--- config.mk ---
export PLATFORM = sky130hd
export DESIGN_NAME = xor_stim_gen_flat
export DESIGN_NICKNAME = d
export VERILOG_FILES = /design/src/rtl/xor_stim_gen_if.sv /design/src/rtl/xor_stim_gen.sv /design/src/flat_wrapper.sv
export SDC_FILE = /design/constraint.sdc
export NUM_CORES = 1
export LEC_CHECK = 0
export BUFFER_PORTS_ARGS = -buffer_cell sky130_fd_sc_hd__buf_2
export CAP_MARGIN = 20
export CORE_MARGIN = 4
export CORE_UTILIZATION = 40
export CTS_BUF_LIST = sky130_fd_sc_hd__clkbuf_4
export CTS_CLUSTER_SIZE = 8
export DETAILED_ROUTE_END_ITERATION = 8
export GPL_TIMING_DRIVEN = 0
export PLACE_DENSITY_LB_ADDON = 0.3
export SLEW_MARGIN = 10
export SYNTH_ARGS = -nofsm -noshare
export SYNTH_HDL_FRONTEND = slang
export SYNTH_SLANG_ARGS = --single-unit
--- constraint.sdc ---
create_clock -name clk -period 7.2 [get_ports clk]
set_clock_uncertainty 0.2 [all_clocks]
set_input_delay 0.72 -clock clk [delete_from_list [all_inputs] [get_ports clk]]
set_output_delay 0.72 -clock clk [all_outputs]
set_load 0.02 [all_outputs]
--- src/rtl/xor_stim_gen_if.sv ---
// Handshake/pattern bundle between the stimulus controller and xor_stim_gen.
// PARITY_CHECK_EN adds the returned XOR bit and the error reporting signals.
interface xor_stim_gen_if #(
    parameter int PW = 8,
    parameter int SW = 4
);
    logic          start;
    logic          stop;
    logic          mode_gray;
    logic [PW-1:0] period;
    logic [SW-1:0] sweeps;
    logic          a;
    logic          b;
    logic          c;
    logic          d;
    logic          valid;
    logic          busy;
    logic          done;
    logic [3:0]    pat_idx;
`ifdef PARITY_CHECK_EN
    logic          dut_x;
    logic [7:0]    err_cnt;
    logic          err;

    modport master (
        output start, stop, mode_gray, period, sweeps, dut_x,
        input  a, b, c, d, valid, busy, done, pat_idx, err_cnt, err
    );
    modport slave (
        input  start, stop, mode_gray, period, sweeps, dut_x,
        output a, b, c, d, valid, busy, done, pat_idx, err_cnt, err
    );
`else
    modport master (
        output start, stop, mode_gray, period, sweeps,
        input  a, b, c, d, valid, busy, done, pat_idx
    );
    modport slave (
        input  start, stop, mode_gray, period, sweeps,
        output a, b, c, d, valid, busy, done, pat_idx
    );
`endif
endinterface

--- src/rtl/xor_stim_gen.sv ---
// Timed binary/Gray 4-bit sweep source for the XOR/inverter block.
// Define PARITY_CHECK_EN to add the returned-XOR mismatch checker.
module xor_stim_gen #(
    parameter int PW = 8,
    parameter int SW = 4
) (
    input logic          clk,
    input logic          rst_n,
    xor_stim_gen_if.slave bus
);
    typedef enum logic [1:0] {IDLE, RUN, DONE} state_t;

    state_t        state, state_nx;
    logic [3:0]    idx, idx_nx;
    logic [3:0]    pat, pat_nx;
    logic [PW-1:0] hcnt, hcnt_nx;
    logic [PW-1:0] per_q, per_nx;
    logic [SW-1:0] scnt, scnt_nx;
    logic [SW-1:0] swp_q, swp_nx;
    logic          gray_q, gray_nx;
    logic          valid_q, valid_nx;
    logic [PW-1:0] peff;
    logic          last_hold;
    logic          last_sweep;
    logic          accept;

    function automatic logic [3:0] enc(input logic [3:0] v, input logic g);
        return g ? (v ^ (v >> 1)) : v;
    endfunction

    assign peff       = (per_q == '0) ? PW'(1) : per_q;
    assign last_hold  = (hcnt == peff - PW'(1));
    // sweep counter tops out at swp_q-1, so 2^SW-1 never overflows
    assign last_sweep = (swp_q != '0) && (scnt == swp_q - SW'(1));
    assign accept     = (state == IDLE) && bus.start && !bus.stop;

    always_comb begin
        state_nx = state;
        idx_nx   = idx;
        pat_nx   = pat;
        hcnt_nx  = hcnt;
        per_nx   = per_q;
        scnt_nx  = scnt;
        swp_nx   = swp_q;
        gray_nx  = gray_q;
        valid_nx = 1'b0;
        case (state)
            IDLE: begin
                if (accept) begin
                    state_nx = RUN;
                    per_nx   = bus.period;
                    swp_nx   = bus.sweeps;
                    gray_nx  = bus.mode_gray;
                    idx_nx   = 4'd0;
                    pat_nx   = 4'd0;
                    hcnt_nx  = '0;
                    scnt_nx  = '0;
                    valid_nx = 1'b1;
                end
            end
            RUN: begin
                if (bus.stop) begin
                    state_nx = IDLE;
                    idx_nx   = 4'd0;
                    pat_nx   = 4'd0;
                    hcnt_nx  = '0;
                end else if (last_hold) begin
                    hcnt_nx = '0;
                    if (idx == 4'hF && last_sweep) begin
                        state_nx = DONE;
                        idx_nx   = 4'd0;
                        pat_nx   = 4'd0;
                    end else begin
                        idx_nx   = idx + 4'd1;
                        pat_nx   = enc(idx + 4'd1, gray_q);
                        valid_nx = 1'b1;
                        if (idx == 4'hF)
                            scnt_nx = scnt + SW'(1);
                    end
                end else begin
                    hcnt_nx = hcnt + PW'(1);
                end
            end
            DONE: state_nx = IDLE;
            default: state_nx = IDLE;
        endcase
    end

    always_ff @(posedge clk) begin
        if (!rst_n) begin
            state   <= IDLE;
            idx     <= 4'd0;
            pat     <= 4'd0;
            hcnt    <= '0;
            per_q   <= '0;
            scnt    <= '0;
            swp_q   <= '0;
            gray_q  <= 1'b0;
            valid_q <= 1'b0;
        end else begin
            state   <= state_nx;
            idx     <= idx_nx;
            pat     <= pat_nx;
            hcnt    <= hcnt_nx;
            per_q   <= per_nx;
            scnt    <= scnt_nx;
            swp_q   <= swp_nx;
            gray_q  <= gray_nx;
            valid_q <= valid_nx;
        end
    end

    assign {bus.a, bus.b, bus.c, bus.d} = pat;
    assign bus.valid   = valid_q;
    assign bus.busy    = (state == RUN);
    assign bus.done    = (state == DONE);
    assign bus.pat_idx = idx;

`ifdef PARITY_CHECK_EN
    logic [7:0] errc, errc_nx;
    logic       err_q, err_nx;

    always_comb begin
        errc_nx = errc;
        err_nx  = err_q;
        if (accept) begin
            errc_nx = 8'd0;
            err_nx  = 1'b0;
        end else if (state == RUN && last_hold && (bus.dut_x != ^pat)) begin
            if (errc != 8'hFF)
                errc_nx = errc + 8'd1;
            err_nx = 1'b1;
        end
    end

    always_ff @(posedge clk) begin
        if (!rst_n) begin
            errc  <= 8'd0;
            err_q <= 1'b0;
        end else begin
            errc  <= errc_nx;
            err_q <= err_nx;
        end
    end

    assign bus.err_cnt = errc;
    assign bus.err     = err_q;
`endif
endmodule
--- src/flat_wrapper.sv ---
// flat-port wrapper written by rule: the top's interface ports become plain ports
module xor_stim_gen_flat 
#(
    parameter int PW = 8,
    parameter int SW = 4
)
  (clk, rst_n, bus_start, bus_stop, bus_mode_gray, bus_period, bus_sweeps, bus_a, bus_b, bus_c, bus_d, bus_valid, bus_busy, bus_done, bus_pat_idx);
  xor_stim_gen_if #(.PW(PW), .SW(SW)) bus_i ();
  input logic clk;
  input logic rst_n;
  input wire logic [$bits(bus_i.start)-1:0] bus_start;
  input wire logic [$bits(bus_i.stop)-1:0] bus_stop;
  input wire logic [$bits(bus_i.mode_gray)-1:0] bus_mode_gray;
  input wire logic [$bits(bus_i.period)-1:0] bus_period;
  input wire logic [$bits(bus_i.sweeps)-1:0] bus_sweeps;
  output wire logic [$bits(bus_i.a)-1:0] bus_a;
  output wire logic [$bits(bus_i.b)-1:0] bus_b;
  output wire logic [$bits(bus_i.c)-1:0] bus_c;
  output wire logic [$bits(bus_i.d)-1:0] bus_d;
  output wire logic [$bits(bus_i.valid)-1:0] bus_valid;
  output wire logic [$bits(bus_i.busy)-1:0] bus_busy;
  output wire logic [$bits(bus_i.done)-1:0] bus_done;
  output wire logic [$bits(bus_i.pat_idx)-1:0] bus_pat_idx;
  assign bus_i.start = bus_start;
  assign bus_i.stop = bus_stop;
  assign bus_i.mode_gray = bus_mode_gray;
  assign bus_i.period = bus_period;
  assign bus_i.sweeps = bus_sweeps;
  assign bus_a = bus_i.a;
  assign bus_b = bus_i.b;
  assign bus_c = bus_i.c;
  assign bus_d = bus_i.d;
  assign bus_valid = bus_i.valid;
  assign bus_busy = bus_i.busy;
  assign bus_done = bus_i.done;
  assign bus_pat_idx = bus_i.pat_idx;
  xor_stim_gen #(.PW(PW), .SW(SW)) u_core (.clk(clk), .rst_n(rst_n), .bus(bus_i));
endmodule
After elaboration in Yosys (flattened, before gate mapping) --
Cells that the tools add are included.
Cells by class: add/sub/neg operators 5, multiply operators 0, divide/modulo/power cells 0, magnitude comparators 0, equal/unequal tests 12, shift-type cells 0, muxes and demuxes 30, bitwise logic cells 1, reduce and logical (&&, ||, !) cells 14
Operator list (count):
- $mux W4 | 12
- $mux W8 | 4
- $pmux W4 S2 | 3
- $pmux W8 S2 | 1
- $add A4 B1 Y4 const B | 2
- $add A8 B1 Y8 const B | 1
- $eq A8 B8 Y1 | 1
- $logic_not A8 Y1 | 1
- $mux W2 | 4
- $sub A8 B1 Y8 const B | 1
- $ne A2 B1 Y1 const B | 3
- $ne A3 B2 Y1 const B | 2
- $reduce_and A3 Y1 | 2
- $reduce_and A6 Y1 | 1
- $eq A4 B4 Y1 | 1
- $eq A4 B4 Y1 const B | 1
- $logic_and A1 B1 Y1 | 4
- $mux W1 | 4
- $ne A2 B2 Y1 const B | 2
- $pmux W2 S2 | 1
- $reduce_and A2 Y1 | 2
- $reduce_bool A4 Y1 | 1
- $sub A4 B1 Y4 const B | 1
- $xor A4 B3 Y4 | 1
- other kinds (6) | 6
Word-level totals: bits in registers 36, latch bits 0, bits in writable memories 0, ROM bits 0, input bits 17, output and inout port bits 11, logic and storage cells 71, memories kept 0

Longest topological paths before layout --
Gate-level depths: netlist of run 1.
depth after elaboration 8, gate-level depth with buffers 15, depth with buffers taken out 12

Least setup slack after synthesis of run 1 --
No wires, ideal clock.
path kind register -> register, start point register u_core.per_q[3], end point register u_core.hcnt[7], setup time 0.070 ns, data arrival time 2.890 ns, data required time 6.930 ns, setup slack 4.040 ns, stages on the path, launching flop included 15, buffers on the path 2, period minus slack after synthesis 3.160 ns, cells stage by stage dfxtp_1 > or4_4 > or3_4 > nor2_1 > nor2_1 > ha_1 > and3b_1 > a211oi_1 > o31ai_1 > o2111ai_1 > and2b_1 > buf_6 > buf_8 > o31ai_2 > o2bb2ai_1
Between the ends: longest elaborated chain between the ends 7
RTL lines:
- from (decl) | RTL line xor_stim_gen.sv:17 | logic [PW-1:0] per_q, per_nx;
- from (signal assigned) | RTL line xor_stim_gen.sv:105 | per_q <= per_nx;
- $logic_not A8 Y1 | RTL line xor_stim_gen.sv:31 | assign peff = (per_q == '0) ? PW'(1) : per_q;
- $mux W8 * | RTL line xor_stim_gen.sv:31
- $sub A8 B1 Y8 * | RTL line xor_stim_gen.sv:32 | assign last_hold = (hcnt == peff - PW'(1));
- $eq A8 B8 Y1 * | RTL line xor_stim_gen.sv:32
- $mux W8 * | RTL line xor_stim_gen.sv:67 | end else if (last_hold) begin
- $mux W8 * | RTL line xor_stim_gen.sv:62 | if (bus.stop) begin
- $pmux W8 S2 * | RTL line xor_stim_gen.sv:47 | case (state)
- to (signal assigned) | RTL line xor_stim_gen.sv:104 | hcnt <= hcnt_nx;
- to (decl) | RTL line xor_stim_gen.sv:16 | logic [PW-1:0] hcnt, hcnt_nx;
Every way passes the cells marked *; elsewhere a longest branch is shown, timed or not. A chain may end at the register's enable or synchronous reset.

Worst setup path in the final report of run 1 --
start point register u_core.per_q[3], end point register u_core.pat[2]
Between the ends: longest elaborated chain between the ends 6
RTL lines:
- $logic_not A8 Y1 | RTL line xor_stim_gen.sv:31
- $mux W8 * | RTL line xor_stim_gen.sv:31
- $sub A8 B1 Y8 * | RTL line xor_stim_gen.sv:32
- $eq A8 B8 Y1 * | RTL line xor_stim_gen.sv:32
- $ne A3 B2 Y1 (no source line) *
- $reduce_and A3 Y1 (no source line) *
- to (signal assigned) | RTL line xor_stim_gen.sv:103 | pat <= pat_nx;
- to (decl) | RTL line xor_stim_gen.sv:15 | logic [3:0] pat, pat_nx;
Marked as above.

==> metrics.yaml, run 1 <==
status:
  status: "complete, no violations"
synthesis:
  yosys_warnings: 0
  synthFlopType: "dfxtp_1"
  synth_area_per_cell_sq_um: 7.99
  synthTopCellsByCount: "nand2_1, dfxtp_1, a21oi_1, nand3_1, nor2_1"
  ys_seq_area_share_pct: 35.6
  synth_edf_count: 0
  synth_top_area_cell: "dfxtp_1"
  ys_seq_elements: 35
  synthArstFlopShare_pct: 0
  syn_inst: 246
  yosysMostFrequentCell: "nand2_1"
  synthTopCellsByArea: "dfxtp_1, nand2_1, a21oi_1, nand3_1, xor2_1"
  syn-num-nets: 269
  synth_top_area_share_pct: 35.6
  netlist_area_sq_um: 1970
  ys_types: 50
critical_path:
  cp_common_cell: "nor2_1"
  slowest_delay_ps: 560
  crit_type: "flip-flop to flip-flop"
  crit_required_ps: 7230
  critPathMaxFanout: 10
  arrival_ps: 3560
  crit_chain: "or4_4 > or3_4 > nor2_1 > nor2_1 > ha_1 > xnor2_1 > nor2_1 > o31ai_1 > o2111ai_1 > nand2b_1 > buf_2 > a21oi_1 > o22ai_1"
  slowest_stage: "or4_4"
  ff2ff_setup_slack_ps: 3670
  start_kind: "flip-flop"
  end_kind: "flip-flop"
power:
  swShare_pct: 30.0
  p_sw_uw: 116
  power_per_cell_area_nw_per_um2: 172
  p_leak_nw: 0.912
  power_frac_clock_pct: 28.2
  p_seq_share_pct: 52.8
  power.internal_uw: 269
  power_frac_comb_pct: 19.1
  ir_worst_vdd_v: 0.000113
clock_network:
  root_buffer: "clkbuf_4"
  cts.clk_slew.worst_paths_ps: 120
  cts.htree.levels: 2
  postCtsSetupRepairBufs: 0
  cts_made_buffers: 5
  insertion_delay_ps: 340
  hold_buffers: 0
  clkSinkCount: 35
  cts_max_path_buffers: 2
  cts_tree: "built"
  cts.repair.resized: 0
timing:
  max_slew_margin_pct: 47.0
  rsz0062_at_grt: "no"
  fin_setup_tns_ps: 0
  period_share_pct: 49.0
  period_minus_slack_ps: 3530
  slew_viol_final: 0
  layout_setup_ws_ps: 3670
  setup_viol: 0
  fmax_ghz: 0.283
  finalHoldViolCount: 0
  worstMarginPinSlew_ps: 793
floorplanning:
  die-area_sq_um: 6100
  initial_core_util_pct: 41.3
  fp.dieH_um: 78.1
  coreArea_sq_um: 4750
  die_x_um: 78.1
  rows: 25
  ios: 28
detailed_routing:
  wl_per_cell_um: 13.4
  final_antenna_net_count: 0
  drc: 0
  vias: 1842
  drt-total-wl_um: 4660
  drt-initial-drc-count: 120
  vias_per_cell: 5.29
  first_pass_iters: 4
grt:
  grt_max_degree: 11
  track_usage_pct: 16.5
  overflow: 0
  antenna_found_initial: 0
  grt_pass1_wl_um: 8170
  first_global_vias: 1792
cells_and_area:
  finalCoreUtilization_pct: 47.2
  final_cells: 348
  layout-drive-gt1-share_pct: 14.9
  final_nets: 303
  diodes: 0
  area_delta_synth_final_pct: 14.1
flow_run:
  cap_violations: 0
place:
  dp_cells: 340
  gp_congestion: 0.802
  hpwlAfterDp_um: 3380
  place_ws_ps: 3640
  io_buffers: 27
min_path:
  min_path_type: "flip-flop to flip-flop"
==> cell usage in the layout, fill, tap and decap left out, types with 6 or more instances in the layout <==
cell type,synthesis,layout
nand2_1,41,41
dfxtp_1,35,35
buf_2,1,28
a21oi_1,18,18
nand3_1,18,18
nor2_1,15,15
xor2_1,10,10
xnor2_1,9,9
inv_1,8,8
clkbuf_1,8,8
nor3_1,8,8
o21ai_0,6,6
ha_1,6,6
clkbuf_4,0,6
==> registers in the layout, summed over array words and instances (netlist names) <==
register	cells
u_core.hcnt	8
u_core.per_q	8
u_core.bus.pat_idx	4
u_core.scnt	4
u_core.swp_q	4
u_core.pat	3
u_core.state	2
u_core.bus.valid	1
u_core.gray_q	1
==> power by group through the flow <==
stage / combinational, mW / clock (mW) / sequential [mW]
3_3_place_gp: 0.0723 / 0 / 0.207
5_1_grt: 0.0830 / 0.118 / 0.204
3_5_place_dp: 0.0735 / 0 / 0.207
6_report: 0.0734 / 0.109 / 0.203
2_1_floorplan: 0.0542 / 0 / 0.207
4_1_cts: 0.0740 / 0.110 / 0.203
==> routing by layer <==
metal	vias up	global-route usage, %	share of wire [%]
met5	-	0	0
met3	6	3.56	2.8
met4	0	4.55	1.2
met2	29	28.4	48
li1	944	-	-
met1	863	20.6	48
==> cell families after synthesis <==
kind of cell,Yosys count,synth area share [%]
xor+xnor,19,8.47
compound gates,54,17.8
simple gates,109,27.7
flops,35,35.6
mux,3,1.53
fa+ha+maj,6,3.82
buf+inv,20,5.03
==> stage by stage <==
step	hold slack (ps)	instance area [sq um]	total power, mW
finish	279	2240	0.385
global route	320	2240	0.405
CTS	282	2240	0.388
detailed placement	265	2190	0.281
global placement	256	2180	0.280
floorplan	244	1970	0.261
==> path summary, 6_finish.rpt <==
| check | end | cells after the start | start |
|---|---|---|---|
| setup / recovery | u_core.pat[2]$_SDFFE_PN0P_ | 13 | u_core.per_q[3]$_SDFFE_PN0P_ |
| hold / removal | u_core.pat[2]$_SDFFE_PN0P_ | 2 | u_core.pat[2]$_SDFFE_PN0P_ |
| setup reg to reg | u_core.pat[2]$_SDFFE_PN0P_ | 13 | u_core.per_q[3]$_SDFFE_PN0P_ |
| hold reg to reg | u_core.pat[2]$_SDFFE_PN0P_ | 2 | u_core.pat[2]$_SDFFE_PN0P_ |
==> final cells by class <==
cell class / count / area (sq um)
Sequential cell: 35 / 701
Clock buffer: 6 / 45.0
Buffer: 12 / 68.8
Timing Repair Buffer: 27 / 135
Fill cell: 518 / 2510
Inverter: 8 / 30.0
Multi-Input combinational cell: 191 / 1170
Clock inverter: 2 / 7.51
Tap cell: 67 / 83.8
==> critical path, delay by kind of cell (launching register included) <==
kind	cells	cell delay (ps)
AO/OA/AOI/OAI	4	940
adder cells (fa/ha/maj)	1	240
flip-flops	1	400
buffers and inverters	1	200
AND/OR/NAND/NOR	6	1300
XOR/XNOR	1	140
(Power assumes the default switching activity.)
==> inputs of run 2 (changes only) <==
==> constraint.sdc (replaced) <==
create_clock -name clk -period 3.02 [get_ports clk]
set_clock_uncertainty 0.2 [all_clocks]
set_input_delay 0.302 -clock clk [delete_from_list [all_inputs] [get_ports clk]]
set_output_delay 0.302 -clock clk [all_outputs]
set_load 0.02 [all_outputs]
==> run 2 against run 1 <==
The run now ends with negative setup slack left. Worst setup slack got worse by 3900 ps. Register-to-register slack worse by 3900 ps. Clock power rose by 130%.
==> metrics.yaml, run 2 (same netlist as run 1, synthesis figures left out) <==
status:
  status: "finished, violations left"
  violations: "negative setup slack"
place:
  io_buffers: 27  # unchanged
  gp_congestion: 0.809  # +0.90%
  dp_cells: 340  # unchanged
  dpl_cell_area_sq_um: 2200  # +0.63%
  hpwlAfterDp_um: 3420  # +0.96%
critical_path:
  critPathMaxFanout: 6  # -4
  end_kind: "flip-flop"
  start_kind: "flip-flop"
  crit_start: "u_core.per_q[3]$_SDFFE_PN0P_"
  crit_required_ps: 3090  # -4140 ps
  arrival_ps: 3360  # -200 ps
  r2r-start: "u_core.per_q[3]$_SDFFE_PN0P_"
  crit_type: "flip-flop to flip-flop"
detailed_routing:
  vias: 1931  # +4.8%
  met3RoutedLength_um: 191  # +46%
  drc: 0  # unchanged
  vias_per_cell: 5.28  # -0.32%
  drt-total-wl_um: 5090  # +9.2%
  first_pass_iters: 4  # unchanged
  wl_per_cell_um: 13.9  # +3.8%
  met1_length_um: 2320  # +4.0%
  wl_met2_um: 2480  # +10%
  drt-initial-drc-count: 52  # -57%
  final_antenna_net_count: 0  # unchanged
  highest_layer: "met4"
clock_network:
  cts_made_buffers: 5  # unchanged
  cts_max_path_buffers: 2  # unchanged
  cts_tree: "built"
  insertion_delay_ps: 330  # about the same
  cts.htree.levels: 2  # unchanged
  cts.clk_slew.worst_paths_ps: 100  # -20 ps
  clkSinkCount: 35  # unchanged
  root_buffer: "clkbuf_4"
floorplanning:
  initial_core_util_pct: 41.3  # unchanged
  fp.dieH_um: 78.1  # unchanged
  die_x_um: 78.1  # unchanged
  coreArea_sq_um: 4750  # unchanged
  die-area_sq_um: 6100  # unchanged
  ios: 28  # unchanged
  rows: 25  # unchanged
timing:
  slew_viol_final: 0  # unchanged
  rsz0062_at_grt: "yes"
  worstMarginPinSlew_ps: 797  # +4.00 ps
  period_share_pct: 109  # +60 points
  finalHoldViolCount: 0  # unchanged
  max_slew_margin_pct: 46.8  # -0.27 points
  setup_viol: 22  # +22
  period_minus_slack_ps: 3300  # -234 ps
  layout_setup_ws_ps: -277  # -3950 ps
  fmax_ghz: 0.303  # +7.1%
cells_and_area:
  fillers: 461  # -11%
  top_regs: "u_core.hcnt: 8 flops, u_core.per_q: 8 flops"
  final_cell_area_sq_um: 2530  # +13%
  area_delta_synth_final_pct: 28.7
  layout-drive-gt1-share_pct: 22.1  # +7.1 points
  final_cells: 366  # +5.2%
  final_nets: 321  # +5.9%
  diodes: 0  # unchanged
  layout_common_cells: "nand2_1, dfxtp_1, buf_2, a21oi_1, nand3_1"
  final_common_cell: "nand2_1"
grt:
  antenna_found_initial: 0  # unchanged
  grt_max_degree: 11  # unchanged
  first_global_vias: 1844  # +2.9%
  overflow: 0  # unchanged
  track_usage_pct: 17.1  # +0.66 points
  grt_pass1_wl_um: 8540  # +4.5%
power:
  power_per_cell_area_nw_per_um2: 382  # +120%
  ir_worst_vdd_v: 0.000283  # +150%
  p_leak_nw: 1.03  # +13%
min_path:
  min_path_type: "input pin to flip-flop"
  hold_start: "rst_n"
flow_run:
  cap_violations: 0  # unchanged
==> run 2: area by class of cell <==
| class | instances | area (sq um) | share of cell area, % |
|---|---|---|---|
| Buffer | 10 | 60.1 | 2.37 |
| Clock buffer | 6 | 45.0 | 1.78 |
| Clock inverter | 2 | 7.51 | 0.297 |
| Inverter | 8 | 30.0 | 1.19 |
| Multi-Input combinational cell | 191 | 1270 | 50.3 |
| Sequential cell | 35 | 706 | 27.9 |
| Tap cell | 67 | 83.8 | 3.31 |
| Timing Repair Buffer | 47 | 325 | 12.9 |
==> run 2: power by group <==
part           leakage (nW)  internal [mW]  total [mW]  switching (mW)
sequential            0.285          0.472       0.485          0.0136
combinational         0.717          0.111       0.234           0.123
clock                0.0307         0.0952       0.246           0.151
==> run 2: worst paths after layout <==
path,endpoint,slack (ps),cells after the start
setup / recovery,u_core.hcnt[7]$_SDFFE_PN0P_,-280,14
hold / removal,u_core.bus.pat_idx[3]$_SDFFE_PN0P_,110,3
setup reg to reg,u_core.hcnt[7]$_SDFFE_PN0P_,-280,14
hold reg to reg,u_core.swp_q[1]$_SDFFE_PN0P_,290,2
==> run 2: worst max-delay path, cell delays in order (launching register included) <==
cell and delay [ps]:
dfxtp_4 360, or4_4 530, or3_4 350, nor2_2 90, nor2_1 50, ha_2 210, and3b_1 170, a211oi_2 180
o31ai_1 120, o2111ai_1 110, and2b_2 300, buf_8 140, buf_4 120, o31ai_2 170, o2bb2ai_1 130
==> run 2: timing repair <==
action | 4_1_cts | 5_1_grt
pin swaps | 13 | 9
endpoints found under the setup margin | 22 | 22
hold buffers | 13 | 0
setup buffers | 6 | 1
endpoints found under the hold margin | 13 | 0
resized for setup | 11 | 15
==> run 2: metal layers <==
| layer | up-vias | track usage [%] |
|---|---|---|
| met5 | - | 0 |
| met4 | 0 | 5.59 |
| met3 | 10 | 3.67 |
| met2 | 35 | 29.7 |
| met1 | 908 | 21.0 |
| li1 | 978 | - |
==> run 2: per-stage QoR <==
step	total power, mW	setup TNS [ps]	utilization, %	hold slack, ps	setup slack, ps
6_report	0.966	-4140	53.2	106	-277
4_1_cts	0.959	-3960	51.7	92.9	-253
5_1_grt	1.02	-7270	53.2	106	-406
2_1_floorplan	0.625	-144	-	230	-48.2
3_3_place_gp	0.669	-4670	46.2	257	-318
3_5_place_dp	0.673	-4920	46.4	271	-323
